### src/rtl/rgb_mem_sequencer.sv
// rgb_mem_sequencer
//   Turns one decoded load/store into a req/ack bus transaction against the
//   RGB data memory. A single-channel access is one beat (sel = rgb). A packed
//   pixel access is three beats, with sel 00, 01, 10 in that order. The
//   pipeline is stalled until the transaction ends. Read bytes are assembled
//   into rdata_o. A beat that waits TIMEOUT cycles without an ack aborts the
//   transaction and flags an error.
//
// Handshake: bus_req_o and every bus_* field are held stable while in REQ.
//   A beat completes on the rising edge where bus_req_o=1 and bus_ack_i=1.
//   bus_rdata_i is sampled on that same edge.
//
// Ports
//   clk, rst_n      clock (rising edge), asynchronous active-low reset
//   mem_read_i      load request from decoder
//   mem_write_i     store request from decoder (wins over mem_read_i)
//   rgb_i           00=R 01=G 10=B 11=packed pixel
//   addr_i          pixel address
//   wdata_i         store data; packed layout [7:0]R [15:8]G [23:16]B
//   stall_o         hold PC/pipeline
//   rdata_o         load result, zero-extended
//   rdata_valid_o   one-cycle pulse when rdata_o holds a completed load
//   err_o           one-cycle pulse on timeout abort
//   err_sticky_o    set by any timeout, cleared only by reset
//   bus_*           beat request/response
//   dbg_state_o     current FSM state (IDLE=0 REQ=1 DONE=2 ERR=3)
module rgb_mem_sequencer #(
  parameter int ADDR_W  = 32,
  parameter int DATA_W  = 32,
  parameter int TIMEOUT = 15
) (
  input  logic              clk,
  input  logic              rst_n,
  input  logic              mem_read_i,
  input  logic              mem_write_i,
  input  logic [1:0]        rgb_i,
  input  logic [ADDR_W-1:0] addr_i,
  input  logic [DATA_W-1:0] wdata_i,
  output logic              stall_o,
  output logic [DATA_W-1:0] rdata_o,
  output logic              rdata_valid_o,
  output logic              err_o,
  output logic              err_sticky_o,
  output logic              bus_req_o,
  output logic              bus_we_o,
  output logic [1:0]        bus_sel_o,
  output logic [ADDR_W-1:0] bus_addr_o,
  output logic [7:0]        bus_wdata_o,
  input  logic              bus_ack_i,
  input  logic [7:0]        bus_rdata_i,
  output logic [1:0]        dbg_state_o
);

  typedef enum logic [1:0] {
    S_IDLE = 2'd0,
    S_REQ  = 2'd1,
    S_DONE = 2'd2,
    S_ERR  = 2'd3
  } state_t;

  localparam int WAIT_W = (TIMEOUT < 2) ? 1 : $clog2(TIMEOUT);

  state_t              r_state;
  state_t              w_next;
  logic [ADDR_W-1:0]   r_addr;
  logic [23:0]         r_wdata;
  logic [1:0]          r_rgb;
  logic                r_we;
  logic [1:0]          r_beat;
  logic [WAIT_W-1:0]   r_wait;
  logic [23:0]         r_rdata;
  logic                r_err_sticky;

  logic                w_req_in;
  logic                w_last_beat;
  logic                w_timeout;
  logic [1:0]          w_sel;
  logic [7:0]          w_wbyte;

  assign w_req_in    = mem_read_i | mem_write_i;
  assign w_last_beat = (r_rgb != 2'b11) || (r_beat == 2'd2);
  assign w_sel       = (r_rgb == 2'b11) ? r_beat : r_rgb;
  // This no-ack cycle is the TIMEOUT-th one of the current beat.
  assign w_timeout   = (r_wait == WAIT_W'(TIMEOUT - 1));

  always_comb begin
    w_wbyte = 8'h00;
    case (w_sel)
      2'b00:   w_wbyte = r_wdata[7:0];
      2'b01:   w_wbyte = r_wdata[15:8];
      2'b10:   w_wbyte = r_wdata[23:16];
      default: w_wbyte = 8'h00;
    endcase
  end

  // Next state. An ack takes priority over a timeout in the same cycle.
  always_comb begin
    w_next = r_state;
    case (r_state)
      S_IDLE: if (w_req_in) w_next = S_REQ;
      S_REQ: begin
        if (bus_ack_i) begin
          if (w_last_beat) w_next = S_DONE;
        end else if (w_timeout) begin
          w_next = S_ERR;
        end
      end
      S_DONE:  w_next = S_IDLE;
      S_ERR:   w_next = S_IDLE;
      default: w_next = S_IDLE;
    endcase
  end

  // Outputs. The IDLE stall depends on the request inputs and is gated by
  // rst_n, so every output is 0 while reset is asserted.
  always_comb begin
    stall_o       = 1'b0;
    bus_req_o     = 1'b0;
    bus_we_o      = 1'b0;
    bus_sel_o     = 2'b00;
    bus_addr_o    = '0;
    bus_wdata_o   = 8'h00;
    rdata_valid_o = 1'b0;
    err_o         = 1'b0;
    case (r_state)
      S_IDLE: stall_o = rst_n & w_req_in;
      S_REQ: begin
        stall_o     = 1'b1;
        bus_req_o   = 1'b1;
        bus_we_o    = r_we;
        bus_sel_o   = w_sel;
        bus_addr_o  = r_addr;
        bus_wdata_o = r_we ? w_wbyte : 8'h00;
      end
      S_DONE:  rdata_valid_o = ~r_we;
      S_ERR:   err_o = 1'b1;
      default: ;
    endcase
  end

  assign rdata_o      = DATA_W'(r_rdata);
  assign err_sticky_o = r_err_sticky;
  assign dbg_state_o  = r_state;

  always_ff @(posedge clk or negedge rst_n) begin
    if (!rst_n) begin
      r_state      <= S_IDLE;
      r_addr       <= '0;
      r_wdata      <= '0;
      r_rgb        <= 2'b00;
      r_we         <= 1'b0;
      r_beat       <= 2'd0;
      r_wait       <= '0;
      r_rdata      <= '0;
      r_err_sticky <= 1'b0;
    end else begin
      r_state <= w_next;
      case (r_state)
        S_IDLE: begin
          if (w_req_in) begin
            r_addr  <= addr_i;
            r_wdata <= wdata_i[23:0];
            r_rgb   <= rgb_i;
            r_we    <= mem_write_i;
            r_beat  <= 2'd0;
            r_wait  <= '0;
            r_rdata <= '0;
          end
        end
        S_REQ: begin
          if (bus_ack_i) begin
            if (!r_we) begin
              case (w_sel)
                2'b00:   r_rdata[7:0]   <= bus_rdata_i;
                2'b01:   r_rdata[15:8]  <= bus_rdata_i;
                2'b10:   r_rdata[23:16] <= bus_rdata_i;
                default: ;
              endcase
            end
            if (!w_last_beat) r_beat <= r_beat + 2'd1;
            r_wait <= '0;
          end else if (w_timeout) begin
            // Drop any partially assembled bytes so the aborted load reads 0.
            r_rdata <= '0;
          end else begin
            r_wait <= r_wait + 1'b1;
          end
        end
        S_ERR:   r_err_sticky <= 1'b1;
        default: ;
      endcase
    end
  end

endmodule

### config.mk
export PLATFORM = sky130hd
export DESIGN_NAME = rgb_mem_sequencer
export DESIGN_NICKNAME = d
export VERILOG_FILES = /design/src/rtl/rgb_mem_sequencer.sv
export SDC_FILE = /design/constraint.sdc
export NUM_CORES = 1
export LEC_CHECK = 0
export ABC_AREA = 0
export ABC_CLOCK_PERIOD_IN_PS = 3900
export CAP_MARGIN = 20
export CORE_UTILIZATION = 48
export DETAILED_ROUTE_END_ITERATION = 7
export PLACE_DENSITY = 0.85
export SETUP_SLACK_MARGIN = 0.5
export SLEW_MARGIN = 20
export SYNTH_ARGS = -nofsm -noshare
export SYNTH_HDL_FRONTEND = slang
export SYNTH_SLANG_ARGS = --single-unit
### constraint.sdc
create_clock -name clk -period 3.9 [get_ports clk]
set_input_delay 0.78 -clock clk [delete_from_list [all_inputs] [get_ports clk]]
set_output_delay 0.78 -clock clk [all_outputs]
set_load 0.03 [all_outputs]
==> run metrics <==
Slew @ Worst Pin=740 ps; largest net degree at the start of global routing=60; vias in the first global route=3710; FF+latch count, synth=92; number of port buffers=144; # hold bufs at CTS=0; Synth Area per Inst=11.3 um^2; period utilization=0.844; Rel. slew slack=0.507; Initial DRT Pass Iterations=8; Initial Util=0.502; nets@finish=613; synth top area cells=dfrtp_1 52%, mux2_2 15%, and2_1 4.8%; Die ar.=9640 um^2; Clock Sinks=92; first-pass GRT wire length=18400 um; dpl cells=627; Worst Path Arrival=2510 ps; final cell count without fillers=643; Vias/cell=5.44; Placed Area=5910 um^2; CORE AREA=8850 um^2; setup TNS=0 ps; Clk pin slew, worst setup/hold paths=90 ps; pwr dens=889 nW/um^2; initial antenna violation count=0; Routed WL per cell=17.1 um; Antenna Nets Post-Route=0; DRC Markers=10; largest area contributor in the netlist=dfrtp_1; crit end category=output pin; FILL cells=647; Die Wd=98.2 um; Cell Chain, Critical Path=nand2b_4 -> inv_1 -> and2_1 -> nand2_1 -> nor2_1 -> clkdlybuf4s50_1; CP top delay family=simple AND/OR/NAND/NOR gates; commonest non-fill, non-tap cell in the layout=clkdlybuf4s50_1; row count=34; reg2reg path depth=6; hpwl dp=7890 um; CTS Root Cell=clkbuf_8; CP endpoint=bus_wdata_o[1]; Reg2Reg Launch Point=dbg_state_o[1]; Startpoint Class=register; Antenna Cells=0; critical path class=reg -> out; final core occ=0.692; Lkg Pwr=2.54 nW; most frequent cells in the layout=143 x clkdlybuf4s50_1, 90 x dfrtp_1, 60 x mux2_2, 34 x and2_1, 27 x o21ai_0; Storage cell area=2300 um^2; total CTS buffers=9; top_reg_cell synth=dfrtp_1; Routed WL=11000 um; max-slew violations=0; R2R Path End=r_rdata[0]; gpl congestion=0.773; Yosys top cell area share=0.518; multi-input logic area=1900 um^2; Worst-Skew Late Latency=360 ps; TritonCTS clock tree=done; post-synth cell types=45; cell area after layout=6120 um^2; yosys warns=0; Fin. Hold Viols=0; Worst Path Required=3120 ps; Slowest cell on crit path=clkdlybuf4s50_1; asr flop ratio synth=1.00; failing checks=design-rule violations; CP max stage delay=720 ps; Global Route Usage Sum=0.243; Achievable Freq=304 MHz; sequential-to-total area share from yosys stat=0.518; clock period minus worst slack=3290 ps; endpoints failing setup=0; share of cells above drive strength 1=0.187; post-synthesis cell count=394; GR Overflow Total=0; clock skew=10.6 ps; Hold Path Class=in -> async; Post-Syn Area=4440 um^2; Die Y=98.2 um; Via Count=3496; number of flops mapped to enable cells by yosys=0; CTS H-tree lvls=3; RSZ-0062 raised after global routing=false; outcome=complete, but fails checks; boundary pin count=161; Bufs and invs on worst path=2; Levels on crit path=6; Area growth, synth to finish=37.8%; worst reg-to-reg setup slack=1930 ps; Worst Setup SP=dbg_state_o[1]; MaxCap Viol Count=0; WHS=350 ps; Worst VDD drop=0.541 mV; Longest Clk Path Bufs=2; 1st-iter DRT viols=212; CP Max Fanout=12
==> routing by layer <==
metal | vias up | share of wire | track usage
met5 | - | 0 | 0
met2 | 165 | 0.48 | 0.404
met4 | 0 | 0.024 | 0.107
met1 | 1692 | 0.40 | 0.286
li1 | 1616 | - | -
met3 | 23 | 0.093 | 0.0845
==> per-stage QoR <==
stage | power [W] | worst slack, ps
2_1_floorplan | 0.00369 | 1160
3_3_place_gp | 0.00469 | 721
3_5_place_dp | 0.00481 | 641
4_1_cts | 0.00546 | 511
5_1_grt | 0.00577 | 501
6_report | 0.00544 | 607
==> kinds of logic after synthesis <==
group                      count (synthesis)  synth area share
DFF                                       92             0.518
AOI/OAI and AO/OA                         64             0.105
adders and majority gates                  3           0.00845
xor gates and xnor gates                   1           0.00197
muxes                                     66             0.166
other                                      1          0.000844
buffers and inverters                     55            0.0617
and+or+nand+nor                          112             0.138
==> worst min-delay path by stage <==
stage,startpoint,slack [ps],cells after the start,end
after floorplan,r_addr[0],470,1,r_addr[0]
after global placement,err_sticky_o,450,1,err_sticky_o
after detailed placement,err_sticky_o,470,1,err_sticky_o
after CTS,rst_n,360,1,r_addr[30]
after global routing,rst_n,380,1,r_addr[26]
final,rst_n,350,1,r_addr[30]
==> sequential cells by signal, summed over array words and instances, names as in the netlist <==
signal	flops
r_beat	2
err_sticky_o	1
r_wdata	24
r_wait	4
r_rgb	2
r_addr	32
r_rdata	24
dbg_state_o	2
r_we	1
==> power by group <==
group | internal, W | switching, W
Combinational | 0.00143 | 0.00169
Clock | 0.000268 | 0.000344
Sequential | 0.00139 | 0.000317
==> synth_stat cells, types with 3 or more instances <==
master / count
dfrtp_1: 92
mux2_2: 60
and2_1: 34
o21ai_0: 27
inv_1: 23
nor2_1: 22
nand2_1: 18
nand3_1: 17
buf_4: 13
clkbuf_1: 9
a32o_1: 8
buf_2: 8
a21oi_1: 6
a221oi_1: 6
mux2i_1: 6
a22o_1: 4
ha_1: 3
nand2b_1: 3
or2_2: 3
==> area by class of cell <==
class,instances,share of cell area
Tap cell,108,0.0221
Clock buffer,11,0.0247
Sequential cell,92,0.377
Multi-Input combinational cell,254,0.311
Inverter,23,0.0141
Clock inverter,4,0.00552
Timing Repair Buffer,151,0.246
==> timing repair <==
| item | in CTS | in global routing |
|---|---|---|
| endpoints found under the setup margin | 6 | 6 |
| gates resized for setup | 1 | 3 |
| pin swaps | 1 | 0 |
| buffers inserted | 1 | 0 |
Note: power is estimated with default switching activity, not from simulation.
